`src/rtl/gray_counter_n.sv`:
```
// gray_counter_n: parametrised WIDTH-bit Gray-code counter.
//
// The counter counts up or down one code per enabled clock, accepts a
// synchronous binary load, and either wraps or saturates at the ends of the
// range (WRAP). It holds a binary count b and a Gray register g side by side.
// g is written on the same edge as b, so the gray output comes straight from
// a flop with no decode logic on the output path. tc is combinational and
// flags the cycle in which the next step would wrap or be blocked.
//
// Optional feature macro: GRAY_BIN_OUT_EN
//   defined     -> a registered binary output port 'bin' is added, driven from b.
//   not defined -> no 'bin' port. The gray and tc behaviour is unchanged.

module gray_counter_n #(
    parameter int WIDTH = 3,     // counter width, legal range 2..16
    parameter bit WRAP  = 1'b1   // 1: wrap modulo 2^WIDTH, 0: saturate at the ends
) (
    input  logic             clk,
    input  logic             rst_n,
    input  logic             en,
    input  logic             up,
    input  logic             load,
    input  logic [WIDTH-1:0] load_val,
    output logic [WIDTH-1:0] gray,
    output logic             tc
`ifdef GRAY_BIN_OUT_EN
    ,
    output logic [WIDTH-1:0] bin
`endif
);

    localparam logic [WIDTH-1:0] MAX_VAL  = '1;
    localparam logic [WIDTH-1:0] ZERO_VAL = '0;
    localparam logic [WIDTH-1:0] ONE_VAL  = {{(WIDTH-1){1'b0}}, 1'b1};

    logic [WIDTH-1:0] b;       // binary count
    logic [WIDTH-1:0] g;       // Gray image of b, registered alongside it
    logic [WIDTH-1:0] b_nxt;   // binary count for the next edge
    logic             at_max;
    logic             at_min;

    assign at_max = (b == MAX_VAL);
    assign at_min = (b == ZERO_VAL);

    // Next binary count. Priority is load, then enabled up, then enabled down, then hold.
    always_comb begin
        // NOTE: give b_nxt its default (hold) value first. Every path through the
        // block then assigns it, so no latch is inferred. Combinational blocks use
        // blocking '=' so that later statements see the earlier assignments.
        b_nxt = b;
        if (load) begin
            b_nxt = load_val;
        end else if (en) begin
            if (up) begin
                if (!at_max) begin
                    b_nxt = b + ONE_VAL;
                end else if (WRAP) begin
                    b_nxt = ZERO_VAL;
                end
            end else begin
                if (!at_min) begin
                    b_nxt = b - ONE_VAL;
                end else if (WRAP) begin
                    b_nxt = MAX_VAL;
                end
            end
        end
    end

    // Binary and Gray registers update together, so g always equals b ^ (b >> 1).
    always_ff @(posedge clk or negedge rst_n) begin
        // NOTE: flops use non-blocking '<='. Every register then samples its
        // pre-edge value, whatever order the statements are written in.
        if (!rst_n) begin
            b <= ZERO_VAL;
            g <= ZERO_VAL;
        end else begin
            b <= b_nxt;
            g <= b_nxt ^ (b_nxt >> 1);
        end
    end

    // Terminal count: the next enabled step in the current direction would
    // leave the range. load_val is deliberately kept out of this path.
    assign tc = en & ~load & ((up & at_max) | (~up & at_min));

    assign gray = g;

`ifdef GRAY_BIN_OUT_EN
    assign bin = b;
`endif

endmodule

```
`config.mk`:
```
export PLATFORM = sky130hd
export DESIGN_NAME = gray_counter_n
export DESIGN_NICKNAME = d
export VERILOG_FILES = /design/src/rtl/gray_counter_n.sv
export SDC_FILE = /design/constraint.sdc
export NUM_CORES = 1
export LEC_CHECK = 0
export CORE_AREA = 2 2 39 41
export CTS_CLUSTER_DIAMETER = 150
export CTS_CLUSTER_SIZE = 40
export DETAILED_ROUTE_END_ITERATION = 10
export DIE_AREA = 0 0 41 43
export GPL_ROUTABILITY_DRIVEN = 0
export SYNTH_ARGS = -nofsm -noshare
export SYNTH_HDL_FRONTEND = slang
export SYNTH_SLANG_ARGS = --single-unit
export TNS_END_PERCENT = 5
```
`constraint.sdc`:
```
create_clock -name clk -period 2.98 [get_ports clk]
set_input_delay 0.596 -clock clk [delete_from_list [all_inputs] [get_ports clk]]
set_output_delay 0.596 -clock clk [all_outputs]
set_load 0.01 [all_outputs]
```
==> results.toml <==
[yosys]
synth_area_um2 = 339
syn_inst = 35
ys_types = 17
yosysMostFrequentCell = "dfrtp_1"
avgSynthCellArea_um2 = 9.69
synthTopCellsByArea = "dfrtp_1, ha_1, mux2i_1"
synthTopCellsByCount = "dfrtp_1, ha_1, inv_1, a21oi_1, nor2_1"
netlist.area_leader.share = 0.369
yosysSeqAreaShare = 0.369
synth-async-reset-ratio = 1.00
syn-num-nets = 47
synth-seq-cells = 5
synth-edff-count = 0
synth_top_cell_by_area = "dfrtp_1"
yosys_warnings = 0
synth_ff_type = "dfrtp_1"

[clock_network]
cts_hold_buf = 0
cts_buffers = 3
clock_latency_ns = 0.24
clkTransAtPathRegs_ns = 0.04
cts_tree = "yes"
cts.repair.resized = 0
cts.sinks = 5
cts_root_buf = "clkbuf_4"
ctsHtreeMaxLevel = 1
cts_max_path_buffers = 2
post_cts_buffers = 0

[worst_setup_path]
worstSetupStartpointType = "input pin"
regToRegSetupSlack_ns = 1.41
timing.rr.end = "gray[1]"
cp_data_required_time_ns = 2.38
worst-setup-path-type = "in2out"
cp.arrival_ns = 2.00
regToRegStartpoint = "b[0]"
endpoint_kind = "output pin"
reg2reg_depth = 6
cp_max_fo = 6

[power]
swShare = 0.288
intPower_mw = 0.186
powerDensity_mw_per_mm2 = 534
comb_power_share = 0.359
leakage_nw = 0.216
p_clk_frac = 0.289
switchingPower_mw = 0.0750
pwr-share-seq = 0.352
p_total_mw = 0.261
peakVddDrop_uv = 267

[sta]
slew_violations = 0
worstMarginPinSlew_ns = 0.312
fin_ws_ns = 0.386
max-slew-margin-rel = 0.786
setup_viol = 0
finalHoldViolations = 0
clock_skew_ns = 0.00297
setup-tns-final_ns = 0
fmax_mhz = 386
fin_crit_sh = 0.870
hold_slack_ns = 0.580
period_minus_slack_ns = 2.59
rsz0062_at_grt = "no"

[final_layout]
diodes = 0
postLayoutCoreUtil = 0.353
final_area_um2 = 488
drive_above_1_share = 0.0816
nFillCells = 150
fin_nets = 62
layoutNonFillerInstCount = 65
syn_to_final_growth_pct = 43.9

[global_routing]
grt_max_degree = 7
grt_antenna_before_repair = 0
grt-ovfl-total = 0
grt_pass1_vias = 255
grt.total_usage = 0.0889
grt_pass1_wl_um = 1060

[floorplanning]
pin_count = 12
chipHeight_um = 43
die_w_um = 41
die-area_mm2 = 0.00176
rows = 14
start_util = 0.245
core_area_mm2 = 0.00138

[flow_run]
drv_cap = 0

[placed_design]
placedInstanceArea_um2 = 462
dp.cells = 61
dpl.hpwl_um = 506
port_buffers = 11
place_ws_ns = 0.359

[detailed_routing]
ant_nets = 0
vias = 278
drcViolationCount = 0
wl_per_cell_um = 9.23
drt-total-wl_um = 600
drtIter0Drc = 2
vias_per_cell = 4.28
drtPass1Iterations = 3

[outcome]
status = "complete, no violations"

[min_path]
worstHoldPathType = "in2async"
==> final cells by class <==
| class | count | area [um2] | share of cell area |
|---|---|---|---|
| flip-flops and latches | 5 | 125 | 0.256 |
| repair buffers | 11 | 110 | 0.226 |
| inverters | 4 | 15.0 | 0.0308 |
| well taps | 16 | 20.0 | 0.0410 |
| clock buffers | 4 | 26.3 | 0.0538 |
| multi-input cells | 25 | 191 | 0.392 |
==> logic make-up (layout without fill, tap and decap cells) <==
family	count (synthesis)	count (layout)	share of synthesized area
compound gates	8	8	0.173
fa+ha+maj	4	4	0.148
xor+xnor	3	3	0.0775
simple gates	8	8	0.107
flops	5	5	0.369
buf+inv	5	19	0.0664
mux	2	2	0.0590
==> how the worst max path moves through the flow <==
stage	start	end
CTS	load	tc
detailed placement	load	tc
global placement	load	tc
floorplan	b[0]	tc
global route	load	tc
finish	load	tc
==> worst max-delay path, cell delays in order <==
cell and delay, ns:
clkdlybuf4s50_1 0.52, nand2b_1 0.23, nor2_1 0.11, clkdlybuf4s50_1 0.53
==> layout by cell type (no fill, tap or decap) <==
cell | netlist | routed
clkdlybuf4s50_1 | 0 | 11
dfrtp_1 | 5 | 5
inv_1 | 4 | 4
ha_1 | 4 | 4
nor2_1 | 3 | 3
a21oi_1 | 3 | 3
clkbuf_4 | 0 | 3
mux2i_1 | 2 | 2
nand2b_1 | 2 | 2
nand2_1 | 2 | 2
xnor2_1 | 2 | 2
xor2_1 | 1 | 1
o21ai_0 | 1 | 1
o31a_1 | 1 | 1
o31ai_1 | 1 | 1
nor3_1 | 1 | 1
a221oi_2 | 1 | 1
o21a_1 | 1 | 1
clkbuf_1 | 0 | 1
==> routing by layer <==
layer	routed length, um	global-route usage	vias up
met5	0	0	-
met4	0	0.0400	0
met3	42	0.0419	0
met2	261	0.116	9
met1	296	0.121	125
li1	-	-	144
==> sequential cells by signal, indices dropped and copies added, names as in the netlist <==
| signal | count |
|---|---|
| gray | 2 |
| b | 3 |
==> power by group through the flow <==
stage / registers, mW / clock network, mW / logic [mW]
finish: 0.0917 / 0.0753 / 0.0936
detailed placement: 0.0932 / 0 / 0.0939
global route: 0.0937 / 0.0848 / 0.105
floorplan: 0.0960 / 0 / 0.0494
CTS: 0.0920 / 0.0799 / 0.0954
global placement: 0.0933 / 0 / 0.0956
Note: power is estimated with default switching activity, not from simulation.
==> patch 1 (config.mk and constraints unchanged) <==
The parameter `WIDTH` goes from 3 to 5.
--- a/src/rtl/gray_counter_n.sv
+++ b/src/rtl/gray_counter_n.sv
@@ -14,3 +14,3 @@
 module gray_counter_n #(
-    parameter int WIDTH = 3,     // counter width, legal range 2..16
+    parameter int WIDTH = 5,     // counter width, legal range 2..16
     parameter bit WRAP  = 1'b1   // 1: wrap modulo 2^WIDTH, 0: saturate at the ends
Interface: changed (resized gray and load_val); port bits go from 12 to 16. The function was not compared with the original's and may differ.
==> patch 1 against the unedited design <==
  * Synthesized area grew 78%
  * Largest cell class unchanged
  * Maximum frequency shrank 7.6%
  * Sequential cell count grew 4
  * Final area grew 64%
  * Largest power group is now sequential cells
  * Power grew 47%
  * Wire length grew 120%
  * Register-to-register slack lost 0.60 ns
  * Clock skew is essentially flat
  * Setup slack lost 0.21 ns
  * Count of clock-buffer cells in the layout is the same
==> patch 1: results <==
group,metric,value,unit
drt,drt_first_pass_iters,4,
critical_path,r2r_slack,0.81,ns
power,powerSeq,0.161,mW
cts,path_clk_slew,0.06,ns
yosys,synth_commonest_cells,"dfrtp_1 (9), inv_1 (8), o21ai_0 (7)",
drt,num_vias,518,
timing,relSlewSlack,72.24,%
drt,drt_iter0_drc,4,
critical_path,cp_top_family,"simple AND/OR/NAND/NOR gates",
critical_path,path_max_fanout,5,
timing,period_share,94.21,%
drt,viasPerCell,5.232,
yosys,postSynthCellCount,64,
grt,grt_pass1_vias,490,
finish,drive_above_1_share,14.46,%
finish,nets,97,
finish,largest_reg_flops,5,
run_status,outcome,"complete, no violations",
power,power_leakage,0.3577,nW
placed_design,place_inst,95,
power,ir_drop,314.4,µV
yosys,synth_area_leaders,"dfrtp_1 (37%), ha_1 (6.2%), o21ai_0 (5.8%)",
grt,grt_usage,18.06,%
critical_path,max_stage_delay,0.43,ns
critical_path,start_kind,"flip-flop",
grt,grt_pass1_wl,2076,µm
yosys,yosys.cell_types.count,31,
placed_design,place_ws,0.1639,ns
timing,fin_hold_ws,0.6208,ns
cts,insertion_delay,0.26,ns
power,pwr-share-comb,34.1,%
placed_design,io_buffers,15,
critical_path,worstPathArrival,2.21,ns
yosys,syn_nets,77,
critical_path,cp_slowest_cell,"dfrtp_1",
placed_design,hpwl,1019,µm
placed_design,place_area,777.0,µm²
yosys,ys_seq_area_share,37.34,%
-- patch 1: layout make-up --
cell class                      instances  area (µm²)  area share [%]
Sequential cell                         9       225.2           28.08
Tap cell                               16       20.02           2.496
Clock buffer                            4       26.28           3.276
Multi-Input combinational cell         45       336.6           41.97
Timing Repair Buffer                   17       163.9           20.44
Inverter                                8       30.03           3.744
-- patch 1: cells by family after synthesis --
family                     synth area share [%]
AOI/OAI and AO/OA                         20.96
xor gates and xnor gates                  5.810
adders and majority gates                 6.225
DFF                                       37.35
muxes                                     5.187
buffers and inverters                     6.847
and+or+nand+nor                           17.64
-- patch 1: repair_timing --
item / CTS / global route
setup endpoints to repair: 1 / 0
endpoints found under the hold margin: 0 / 0
resized for setup: 1 / 0
-- patch 1: per-layer routing --
metal	vias to the layer above	track usage, %	share of wire (%)
met5	-	0	0
met4	0	14.00	3.4
met3	5	2.094	3.9
met2	12	28.13	46
met1	237	21.02	47
li1	264	-	-
==> patch 2 (config.mk and constraints unchanged) <==
Made on the original files. Reset style: synchronous (`rst_n`), changed in one clocked block.
--- a/src/rtl/gray_counter_n.sv
+++ b/src/rtl/gray_counter_n.sv
@@ -70,3 +70,3 @@
     // Binary and Gray registers update together, so g always equals b ^ (b >> 1).
-    always_ff @(posedge clk or negedge rst_n) begin
+    always_ff @(posedge clk) begin
         // NOTE: flops use non-blocking '<='. Every register then samples its
Formal check against the unedited RTL: differs if rst_n is asserted again (counterexample within 4 cycles, from zero or initial values and one cycle with rst_n low); with rst_n held inactive, the same outputs for 10 cycles.
==> patch 2 against the unedited design <==
  * Setup slack improved by 0.040 ns
  * Sequential cell count did not move
  * Synthesized area fell by 0.37%
  * Via count rose by 5.4%
  * Wire length rose by 2.8%
  * Largest cell class unchanged
  * Largest power group is now sequential cells
  * Power fell by 20%
  * Final area fell by 0.26%
  * Maximum frequency rose by 1.6%
==> patch 2: results <==
group,metric,value,unit
run_status,outcome,"complete, no violations",
critical_path,worstPathArrival,1.96,ns
power,ir_drop,169.6,µV
hold_path,hold_class,"reg2reg",
critical_path,max_stage_delay,0.54,ns
power,powerSeq,0.0782,mW
finish,largest_reg_flops,3,
yosys,synthArstFlopShare,0,%
grt,grt_max_degree,7,
cts,numCtsBuffers,3,
finish,drive_above_1_share,9.259,%
power,power_leakage,0.2166,nW
placed_design,io_buffers,11,
critical_path,r2r_slack,1.44,ns
critical_path,r2r-end,"gray[0]",
finish,nets,67,
critical_path,rr_worst_depth,6,
yosys,synth_commonest_cells,"dfxtp_1 (5), inv_1 (5), nor2_1 (5)",
timing,fin_hold_ws,0.7090,ns
critical_path,r2r-start,"b[0]",
finish,fillerInstances,155,
timing,relSlewSlack,81.76,%
yosys,yosys.cell_types.count,19,
hold_path,holdPathEnd,"gray[1]",
cts,clockBufferDepth,2,
yosys,synth_area_leaders,"dfxtp_1 (30%), ha_1 (15%), mux2i_1 (5.9%)",
placed_design,place_area,460.4,µm²
drt,num_vias,293,
power,p_comb,0.0568,mW
grt,grt_usage,8.543,%
timing,fin_skew,0.001574,ns
hold_path,hold_depth,3,
cts,cts_resized,0,
drt,drt_iter0_drc,4,
placed_design,hpwl,515.6,µm
yosys,ys_seq_area_share,29.63,%
cts,path_clk_slew,0.04,ns
grt,grt_pass1_wl,966,µm
drt,drt_first_pass_iters,4,
yosys,syn_nets,52,
critical_path,cp_slowest_cell,"clkdlybuf4s50_1",
power,p_int,0.1567,mW
cts,htreeDepth,1,
grt,grt_pass1_vias,259,
drt,routedWlPerCell,8.814,µm
## patch 2: cell types whose count changed after synthesis, sizes merged, moves of 2 or more
cell,before,now
and2,0,2
dfrtp,5,0
dfxtp,0,5
nor2,3,5
or2,0,2
xnor2,2,0
## patch 2: cell type report
cell class,instances,share of cell area [%]
timing repair buffer,11,22.62
inverter,5,3.856
clock buffer,4,5.398
sequential,5,20.57
tap,16,4.113
multi-input combinational,29,43.44
## patch 2: logic make-up after synthesis
kind of cell	share of synthesized area [%]
AO/OA/AOI/OAI	18.89
multiplexers	5.926
AND/OR/NAND/NOR	20.37
XOR/XNOR	2.593
buffers and inverters	7.779
flip-flops	29.63
adder cells (fa/ha/maj)	14.82
## patch 2: worst max-delay path by stage
stage / start / to / slack, ns / cells past startpoint
5_1_grt: load / tc / 0.35 / 4
6_report: load / tc / 0.43 / 4
3_3_place_gp: load / tc / 0.45 / 4
4_1_cts: load / tc / 0.43 / 4
3_5_place_dp: load / tc / 0.44 / 4
2_1_floorplan: load / tc / 1.45 / 2
## patch 2: per-stage QoR
step,utilization (%),std cells,worst slack [ns],total power [mW]
floorplan,-,40,1.454,0.1112
global placement,33.27,66,0.4457,0.1371
detailed placement,33.27,66,0.4372,0.1368
CTS,35.17,70,0.4310,0.2151
global route,35.17,70,0.3507,0.2274
finish,35.17,70,0.4263,0.2098
## patch 2: worst min-delay path, delay by kind of cell (launching register included)
kind            cells  cell delay, ns
mux                 1            0.11
flops               1            0.35
compound gates      1            0.06
simple gates        1            0.14
## patch 2: routing by layer
metal	wire [µm]	global-route usage (%)
met4	0	8.000
met1	291	9.677
met3	55	1.571
met5	0	0
met2	270	12.50
